--- src/rtl/uart_word_tx.sv ---
// UART transmitter for multi-byte words, least-significant byte first.
// Each frame is start(0), DATA_BITS data bits LSB first, an optional parity bit, then
// STOP_BITS stop bits(1). A one-word holding register lets the next word be accepted while the
// current one shifts out, so streamed words follow each other with no idle bits.
//
// Ports:
//   baud_clk    - single clock, rising edge
//   rst         - synchronous active-high reset
//   data_in     - word to send, byte 0 in data_in[DATA_BITS-1:0]
//   send_valid  - data_in valid
//   send_ready  - word can be accepted this cycle (combinational)
//   data_tx     - serial line, idle high (registered)
//   active_flag - high while a frame bit is on the line (registered)
//   done_flag   - one-cycle pulse after the last stop bit of each word (registered)
module uart_word_tx #(
  parameter int unsigned NUM_BYTES    = 3,
  parameter int unsigned DATA_BITS    = 8,
  parameter int unsigned PARITY       = 0,
  parameter int unsigned STOP_BITS    = 1,
  parameter int unsigned CLKS_PER_BIT = 1
) (
  input  logic                            baud_clk,
  input  logic                            rst,
  input  logic [NUM_BYTES*DATA_BITS-1:0]  data_in,
  input  logic                            send_valid,
  output logic                            send_ready,
  output logic                            data_tx,
  output logic                            active_flag,
  output logic                            done_flag
);

  localparam int unsigned WordW = NUM_BYTES * DATA_BITS;
  localparam int unsigned CntW  = (CLKS_PER_BIT > 1) ? $clog2(CLKS_PER_BIT) : 1;
  localparam int unsigned BitW  = $clog2(DATA_BITS);
  localparam int unsigned ByteW = (NUM_BYTES > 1) ? $clog2(NUM_BYTES) : 1;
  localparam logic        OddPar = (PARITY == 2);

  if (PARITY > 2) begin : g_bad_parity
    $error("uart_word_tx: PARITY must be 0, 1 or 2");
  end
  if (NUM_BYTES < 1 || NUM_BYTES > 8) begin : g_bad_bytes
    $error("uart_word_tx: NUM_BYTES must be 1..8");
  end
  if (DATA_BITS < 5 || DATA_BITS > 8) begin : g_bad_bits
    $error("uart_word_tx: DATA_BITS must be 5..8");
  end
  if (STOP_BITS < 1 || STOP_BITS > 2) begin : g_bad_stop
    $error("uart_word_tx: STOP_BITS must be 1 or 2");
  end
  if (CLKS_PER_BIT < 1) begin : g_bad_clks
    $error("uart_word_tx: CLKS_PER_BIT must be at least 1");
  end

  typedef enum logic [2:0] {StIdle, StStart, StData, StParity, StStop} state_e;

  state_e               state_q, state_d;
  logic [CntW-1:0]      cnt_q, cnt_d;
  logic [BitW-1:0]      bit_q, bit_d;     // data bit index, reused as stop bit index
  logic [ByteW-1:0]     byte_q, byte_d;
  logic [WordW-1:0]     shift_q, shift_d;
  logic                 par_q, par_d;
  logic [WordW-1:0]     hold_q, hold_d;
  logic                 hold_vld_q, hold_vld_d;
  logic                 tx_q, tx_d;
  logic                 active_q, active_d;
  logic                 done_q, done_d;

  logic tick, last_data, last_stop, last_byte, word_end, accept;

  assign tick      = (cnt_q == CntW'(CLKS_PER_BIT - 1));
  assign last_data = (bit_q == BitW'(DATA_BITS - 1));
  assign last_stop = (bit_q == BitW'(STOP_BITS - 1));
  assign last_byte = (byte_q == ByteW'(NUM_BYTES - 1));
  assign word_end  = (state_q == StStop) && tick && last_stop && last_byte;

  // A full holding register frees up on the word_end edge, so a new word may land in it then.
  assign send_ready = !rst && (!hold_vld_q || word_end);
  assign accept     = send_valid && send_ready;

  always_comb begin
    state_d    = state_q;
    cnt_d      = cnt_q;
    bit_d      = bit_q;
    byte_d     = byte_q;
    shift_d    = shift_q;
    par_d      = par_q;
    hold_d     = hold_q;
    hold_vld_d = hold_vld_q;
    done_d     = 1'b0;

    if (state_q != StIdle) begin
      cnt_d = tick ? '0 : cnt_q + CntW'(1);
    end

    case (state_q)
      StIdle: begin
        if (accept) begin
          state_d = StStart;
          shift_d = data_in;
          byte_d  = '0;
          bit_d   = '0;
          cnt_d   = '0;
        end
      end
      StStart: begin
        if (tick) begin
          state_d = StData;
          bit_d   = '0;
          par_d   = 1'b0;
        end
      end
      StData: begin
        if (tick) begin
          // Consumed bits shift out, leaving the next byte's bit 0 at the bottom.
          shift_d = shift_q >> 1;
          par_d   = par_q ^ shift_q[0];
          if (last_data) begin
            bit_d   = '0;
            state_d = (PARITY != 0) ? StParity : StStop;
          end else begin
            bit_d = bit_q + BitW'(1);
          end
        end
      end
      StParity: begin
        if (tick) begin
          state_d = StStop;
          bit_d   = '0;
        end
      end
      StStop: begin
        if (tick) begin
          if (!last_stop) begin
            bit_d = bit_q + BitW'(1);
          end else begin
            bit_d = '0;
            if (!last_byte) begin
              byte_d  = byte_q + ByteW'(1);
              state_d = StStart;
            end else begin
              done_d = 1'b0 | 1'b1;
              byte_d = '0;
              if (hold_vld_q) begin
                shift_d = hold_q;
                state_d = StStart;
              end else if (accept) begin
                // Word offered on the final stop edge goes straight to the shifter.
                shift_d = data_in;
                state_d = StStart;
              end else begin
                state_d = StIdle;
              end
            end
          end
        end
      end
      default: state_d = StIdle;
    endcase

    if (word_end && hold_vld_q) begin
      hold_vld_d = 1'b0;
    end
    if (accept && (state_q != StIdle) && !(word_end && !hold_vld_q)) begin
      hold_d     = data_in;
      hold_vld_d = 1'b1;
    end

    case (state_d)
      StStart:  tx_d = 1'b0;
      StData:   tx_d = shift_d[0];
      StParity: tx_d = par_d ^ OddPar;
      default:  tx_d = 1'b1;
    endcase
    active_d = (state_d != StIdle);
  end

  always_ff @(posedge baud_clk) begin
    if (rst) begin
      state_q    <= StIdle;
      cnt_q      <= '0;
      bit_q      <= '0;
      byte_q     <= '0;
      shift_q    <= '0;
      par_q      <= 1'b0;
      hold_q     <= '0;
      hold_vld_q <= 1'b0;
      tx_q       <= 1'b1;
      active_q   <= 1'b0;
      done_q     <= 1'b0;
    end else begin
      state_q    <= state_d;
      cnt_q      <= cnt_d;
      bit_q      <= bit_d;
      byte_q     <= byte_d;
      shift_q    <= shift_d;
      par_q      <= par_d;
      hold_q     <= hold_d;
      hold_vld_q <= hold_vld_d;
      tx_q       <= tx_d;
      active_q   <= active_d;
      done_q     <= done_d;
    end
  end

  assign data_tx     = tx_q;
  assign active_flag = active_q;
  assign done_flag   = done_q;

endmodule

--- config.mk ---
export PLATFORM = sky130hd
export DESIGN_NAME = uart_word_tx
export DESIGN_NICKNAME = d
export VERILOG_FILES = /design/src/rtl/uart_word_tx.sv
export SDC_FILE = /design/constraint.sdc
export NUM_CORES = 1
export LEC_CHECK = 0
export CAP_MARGIN = 15
export CORE_MARGIN = 3
export CORE_UTILIZATION = 56
export DETAILED_ROUTE_END_ITERATION = 10
export PLACE_DENSITY = 0.82
export RECOVER_POWER = 100
export SETUP_SLACK_MARGIN = 0.4
export SKIP_LAST_GASP = 1
export SLEW_MARGIN = 15
export SYNTH_ARGS = -nofsm -noshare
export SYNTH_HDL_FRONTEND = slang
export SYNTH_SLANG_ARGS = --single-unit
--- constraint.sdc ---
create_clock -name baud_clk -period 2.23 [get_ports baud_clk]
set_input_delay 0.446 -clock baud_clk [delete_from_list [all_inputs] [get_ports baud_clk]]
set_output_delay 0.446 -clock baud_clk [all_outputs]
set_load 0.05 [all_outputs]
### Word-level counts from Yosys, hierarchy flattened

Cells that the tools add are included.

* flip-flop bits (word level): 62
* output and inout port bits: 4
* word-level logic and storage cells: 101

* add/subtract/negate cells: 3
* eq/ne operators: 15
* muxes and demuxes: 41
* bitwise operators: 4
* reductions and logical operators: 26

Operator list (number)
* 24-bit 2-to-1 mux: 6
* 24-bit one-hot mux with 3 select lines: 1
* 3-bit 2-to-1 mux: 13
* 3-bit one-hot mux with 5 select lines: 1
* 3-bit by 2-bit equality test with 1-bit output, second input constant: 4
* 1-bit 2-to-1 mux: 12
* 2-bit inequality test, second input constant: 6
* 3-bit one-hot mux with 4 select lines: 1
* 5-bit AND reduction: 2
* 1-bit logical AND: 9
* 3-bit nonzero test: 3
* 2-bit 2-to-1 mux: 4
* 3-bit by 1-bit equality test with 1-bit output, second input constant: 2
* 3-bit equality test, second input constant: 2
* 3-bit logical NOT: 2
* 2-bit one-hot mux with 2 select lines: 1
* 4-bit AND reduction: 1
* 2-bit nonzero test: 2
* 4-bit nonzero test: 1
* 4-bit OR reduction: 1
* 3-bit by 1-bit adder with 3-bit output, second input constant: 1
* 1-bit logical NOT: 3
* 1-bit NOT: 3
* 1-bit one-hot mux with 3 select lines: 1
* other kinds (7): 7

### Longest topological paths before layout

Gate-level depths: netlist of run 1.

* depth in word-level cells: 15
* gate-level depth with buffers: 8
* depth with buffers taken out: 7

### Worst setup path after synthesis of run 1

No wires, ideal clock.

* kind: reg-to-output
* start point: register bit_q[0]
* end point: output send_ready
* data arrival time: 2.207 ns
* required time: 1.784 ns
* path slack: -0.423 ns
* stages on the path, launching flop included: 6
* buffers on the path: 0
* path through: dfxtp_1 > inv_1 > ha_1 > or3b_2 > o31ai_1 > nor2b_1

* word-level cells in the longest chain between the ends: 5

Ends and longest elaborated chain
* from (decl): RTL line 58 `logic [BitW-1:0] bit_q, bit_d;`
* from (signal assigned): RTL line 193 `bit_q <= bit_d;`
* 3-bit logical NOT: RTL line 72 `assign last_stop = (bit_q == BitW'(STOP_BITS - 1));`
* 1-bit logical AND (2 in series): RTL line 74 `assign word_end = (state_q == StStop) && tick && last_stop && last_byte;`
* 1-bit logical OR: RTL line 77 `assign send_ready = !rst && (!hold_vld_q || word_end);`
* 1-bit logical AND: RTL line 77
* to (decl): RTL line 26 `output logic send_ready,`

No other way between the ends.

### Worst setup path after layout of run 1

Ends and elaborated chain as after synthesis.

==> flow_summary.toml, run 1 <==
[timing]
finalClockSkew_ns = 0.01101
max_freq_mhz = 418.0
finalCritPeriodShare = 1.073
slew_viol_final = 0
period_needed_ns = 2.393
hold_viol = 0
final-setup-viol-count = 26
tightest_slew_ns = 0.6879
fin_ws_ns = -0.1626
slew_headroom = 0.5411
rsz0062_at_grt = "true"

[power]
switchingPower_uw = 756.7
combPwrFrac = 0.157
seq_power_share = 0.435
ir_worst_vdd_mv = 0.4572
power_density_nw_per_um2 = 629.2
total_power_uw = 2714
clock_power_share = 0.408
leakage_uw = 0.001613
swShare = 0.2788
p_int_uw = 1957

[route]
drc_errors = 0
drtPass1Iterations = 7
drt-wirelength-per-cell_um = 22.92
num_vias = 3725
vias_per_cell = 7.150
first_iter_violations = 913
antenna_left = 0
wirelength_um = 11940

[layout]
nNetsFinal = 476
drive_gt1_frac = 0.2483
areaGrowthSynthToFinish_pct = 41.74
mostFrequentLayoutCells = "nand2_1 (64), dfxtp_1 (60), buf_4 (37)"
final_common_cell = "nand2_1"
fillers = 259
final_util = 0.8338
antenna_cells = 0
stdcell_count = 521

[synthesis]
avgSynthCellArea_um2 = 8.136
synth_area_leaders = "dfxtp_1 (41%), nand2_1 (8.8%), a21oi_1 (5.9%)"
synth-seq-cells = 62
yosysTopAreaCellShare = 0.4079
synth_edf_count = 0
synthCells = 374
synth_area_um2 = 3043
yosysTopAreaCell = "dfxtp_1"
yosysWarnings = 0
async_flop_share = 0
synth-main-ff-cell = "dfxtp_1"
ys_seq_area_frac = 0.4079
synth.distinct_cells = 48
synth_fp_nets = 404

[setup_path]
cp-end-kind = "output port"
cp.arrival_ns = 1.95
critical_path_class = "register to output port"
cpPeakStageDelay_ns = 0.39
worst-endpoint-required_ns = 1.78
startpoint = "bit_q[0]"
slowest_stage = "or3b_4"
reg2reg_from = "bit_q[0]"
worstPathCellList = "inv_2, ha_4, or3b_4, o31ai_4, nor2b_4, buf_12"
critPathMaxFanout = 2
setup.worst_path.start_class = "register"

[floorplan]
dieWidth_um = 79.72
die_area_um2 = 6354
core-area_um2 = 5172
initial_core_util = 0.5883
chipHeight_um = 79.72
rows = 26
io-pin-count = 31

[placed_design]
dp.cells = 475
hpwl_um = 5505
place_worst_setup_slack_ns = -0.09469
portBuffers = 30
gp_congestion = 0.8801

[global_route]
grt_overflow = 0
grt_pass1_wl_um = 17040
antenna_found_initial = 0
grt_pass1_vias = 3501
grtUsageTotal = 0.3497
grt_start_max_net_pins = 48

[outcome]
outcome = "finished with violations"
violations = "setup timing"

[clock_network]
cts_made_buffers = 9
clock-sinks = 62
htree_levels = 3
ctsLongestPathBuffers = 2
tritoncts = "done"
root_buffer = "clkbuf_8"
clkLatencyLatePin_ns = 0.35
path_clk_slew_ns = 0.08

[run]
drv_cap = 0

[worst_hold_path]
min-delay-start = "hold_q[17]"
hp-class = "register to register"
==> metrics by stage <==
stage | cell area (um^2) | TNS (ns) | hold WS, ns
after CTS | 4158 | -0.2229 | 0.4608
final | 4313 | -1.054 | 0.4594
after global routing | 4313 | -1.851 | 0.4788
after floorplan | 3072 | 0 | 0.4328
after global placement | 3561 | -0.04057 | 0.4410
after detailed placement | 3561 | -1.057 | 0.4509
==> power by group through the flow <==
stage,Clock [uW],Sequential (uW),Combinational [uW]
3_3_place_gp,0,1200,327
4_1_cts,1090,1180,372
3_5_place_dp,0,1200,336
2_1_floorplan,0,1200,189
6_report,1110,1180,425
5_1_grt,1150,1180,445
==> state kept, by name, indices dropped and copies added, names as in the netlist <==
| register | flops |
|---|---|
| shift_q | 24 |
| state_q | 3 |
| active_flag | 1 |
| data_tx | 1 |
| hold_vld_q | 1 |
| byte_q | 2 |
| hold_q | 24 |
| bit_q | 3 |
| cnt_q | 1 |
| par_q | 1 |
| done_flag | 1 |
==> per-layer routing <==
| layer | track usage | vias to the layer above | wire [um] |
|---|---|---|---|
| met2 | 0.5384 | 413 | 5093 |
| li1 | - | 1534 | - |
| met4 | 0.2388 | 0 | 987 |
| met5 | 0 | - | 0 |
| met3 | 0.08465 | 131 | 1627 |
| met1 | 0.4288 | 1647 | 4234 |
==> worst max-delay path: cells and delay by family (launching register included) <==
family                     cells  cell delay (ns)
AOI/OAI and AO/OA              1             0.27
adders and majority gates      1             0.14
buffers and inverters          2             0.22
DFF                            1             0.33
and+or+nand+nor                2             0.64
==> worst paths after layout <==
path	endpoint	slack [ns]	cells after the start
hold reg to reg	hold_q[17]	0.46	2
setup / recovery	send_ready	-0.16	6
setup reg to reg	shift_q[5]	-0.08	9
hold / removal	hold_q[17]	0.46	2
==> kinds of logic (layout without fill, tap and decap cells) <==
logic type      count (synthesis)  count (layout)  share of synthesized area
compound gates                132             134                     0.3043
fa+ha+maj                       3               3                    0.01234
buf+inv                        39             114                    0.05386
flops                          62              62                     0.4079
mux                             4               4                    0.01357
simple gates                  134             134                     0.2081
==> cell usage after synthesis (2+ instances only) <==
master    number
a211oi_1       2
a21o_1         3
a21oi_1       36
a221oi_1      11
a222oi_1       9
a22o_1        11
a22oi_1        5
a31oi_1        7
a32oi_1        3
buf_2          8
buf_4          2
clkbuf_1      17
dfxtp_1       62
ha_1           3
inv_1         12
mux2i_1        3
nand2_1       71
nand2b_1       4
nand3_1        4
nor2_1        27
nor2b_1        6
nor3_1         4
nor3b_1        3
nor3b_2        2
o21ai_0       22
o21bai_1       2
o221ai_1      10
o31ai_1        3
or3_1          3
==> final cells by class <==
type	count	area, um^2	share of cell area
clock inverter	6	86.33	0.02002
timing repair buffer	86	879.6	0.2039
inverter	12	45.04	0.01044
multi-input combinational	275	1843	0.4273
sequential	62	1244	0.2884
clock buffer	10	127.6	0.02959
tap	70	87.58	0.02031
==> repair_timing <==
action,in CTS,in global routing
hold buffers,0,0
setup endpoints to repair,53,57
gates cloned,7,0
gates resized for setup,33,26
pin swaps,19,25
setup buffers,18,5
Power figures use the tool's default switching activity.
==> run 2: changes to the inputs <==
==> constraint.sdc (replaced) <==
create_clock -name baud_clk -period 2.36 [get_ports baud_clk]
set_input_delay 0.472 -clock baud_clk [delete_from_list [all_inputs] [get_ports baud_clk]]
set_output_delay 0.472 -clock baud_clk [all_outputs]
set_load 0.05 [all_outputs]
==> run 2 against run 1 <==
The run still ends with setup timing left. Critical path depth increased by 4. Final cell count decreased by 1.9%. Clock power decreased by 26%. Worst hold slack got worse by 0.0048 ns. Clock skew increased by 0.0040 ns. Design area decreased by 5.3%. Utilization decreased by 4.4 points. Via count decreased by 5.9%. Sequential share of layout area increased by 1.6 points. Routed wire length decreased by 13%. Critical path type is now register to register. Critical endpoint is now hold_q[11].
==> flow_summary.toml, run 2 (synthesis results as in run 1) <==
[timing]
holdWs_ns = 0.4546
max_freq_mhz = 420.5
final.setup.tns_ns = -0.01791
finalClockSkew_ns = 0.01498
fin_ws_ns = -0.01791
slew_viol_final = 0
hold_viol = 0
slew_headroom = 0.5779
final-setup-viol-count = 1
rsz0062_at_grt = "true"
period_needed_ns = 2.378
tightest_slew_ns = 0.6311
finalCritPeriodShare = 1.008

[clock_network]
ctsLongestPathBuffers = 2
path_clk_slew_ns = 0.08
root_buffer = "clkbuf_8"
clock-sinks = 62
htree_levels = 3
tritoncts = "done"
clkLatencyLatePin_ns = 0.36
cts_made_buffers = 9

[layout]
fillers = 302
drive_gt1_frac = 0.2154
nNetsFinal = 466
areaGrowthSynthToFinish_pct = 34.29
top_regs = "hold_q (24), shift_q (24)"
antenna_cells = 0
final_common_cell = "nand2_1"
mostFrequentLayoutCells = "nand2_1 (62), dfxtp_1 (61), a21oi_1 (31)"
stdcell_count = 511

[setup_path]
slowest_stage = "o211ai_4"
r2r_slack_ns = -0.02
crit_buf_inv = 4
worstPathCellList = "inv_2, ha_4, buf_4, nor3b_1, buf_4, a31oi_2, o211ai_4, buf_6, nand2_1, a21oi_1"
cpPeakStageDelay_ns = 0.39
worst-endpoint-required_ns = 2.64
path_delay_family = "compound AO/OA/AOI/OAI gates"
critPathMaxFanout = 7
cp_common_cell = "buf_4"
setup.worst_path.start_class = "register"
critical_path_class = "register to register"
cp.arrival_ns = 2.65
cp-end-kind = "register"

[floorplan]
core-area_um2 = 5172
rows = 26
die_area_um2 = 6354
chipHeight_um = 79.72
initial_core_util = 0.5883
io-pin-count = 31
dieWidth_um = 79.72

[global_route]
grt_start_max_net_pins = 41
grt_overflow = 0
grt_pass1_vias = 3214
grt_pass1_wl_um = 15620
antenna_found_initial = 0
grtUsageTotal = 0.3194

[run]
drv_cap = 0

[route]
antenna_left = 0
drc_errors = 0
drt-wirelength-per-cell_um = 20.38
first_iter_violations = 617
vias_per_cell = 6.861
wirelength_um = 10410
drtPass1Iterations = 8
num_vias = 3506

[power]
total_power_uw = 2301
leakage_uw = 0.001481
ir_worst_vdd_mv = 0.4172
power_density_nw_per_um2 = 563.0

[placed_design]
portBuffers = 30
dp.cells = 473
hpwl_um = 5352
place_worst_setup_slack_ns = -0.08403
gp_congestion = 0.8535

[worst_hold_path]
hp-class = "register to register"

[outcome]
outcome = "finished with violations"
violations = "setup timing"
[run 2: repair_timing]
action	4_1_cts	5_1_grt
resized for setup	27	23
hold buffers	0	0
setup buffers	12	3
cloned	6	1
setup endpoints to repair	48	52
pin swaps	13	11
[run 2: layout make-up]
type	count	area, um^2	area share
multi-input combinational	276	1803	0.4412
tap	70	87.58	0.02143
inverter	12	45.04	0.01102
clock inverter	6	38.79	0.009492
clock buffer	10	127.6	0.03123
sequential	62	1242	0.3040
timing repair buffer	75	742.0	0.1816
[run 2: path summary, 6_finish.rpt]
path / startpoint / to / depth (start not counted)
worst min register to register: hold_q[20] / hold_q[20] / 2
worst min-delay path: hold_q[20] / hold_q[20] / 2
worst max-delay path: bit_q[0] / hold_q[11] / 10
worst max register to register: bit_q[0] / hold_q[11] / 10
[run 2: stage by stage]
step / cell area [um^2] / util
2_1_floorplan: 3067 / -
3_3_place_gp: 3541 / 0.6846
3_5_place_dp: 3541 / 0.6846
4_1_cts: 4011 / 0.7755
5_1_grt: 4086 / 0.7900
6_report: 4086 / 0.7900
[run 2: tightest hold or removal path, cell delays in order, from the launching register on]
cell and delay (ns):
dfxtp_1 0.31, nand2_1 0.05, a21oi_1 0.05
[run 2: metal layers]
metal / part of all wire / global-route usage / vias to the layer above
met3: 0.12 / 0.08578 / 75
li1: - / - / 1522
met5: 0 / 0 / -
met1: 0.38 / 0.4181 / 1621
met2: 0.45 / 0.4900 / 288
met4: 0.051 / 0.1443 / 0
[run 2: power breakdown]
part	internal (uW)	total, uW	switching, uW
registers	1080	1110	28.3
logic	153	363	211
clock network	377	825	449
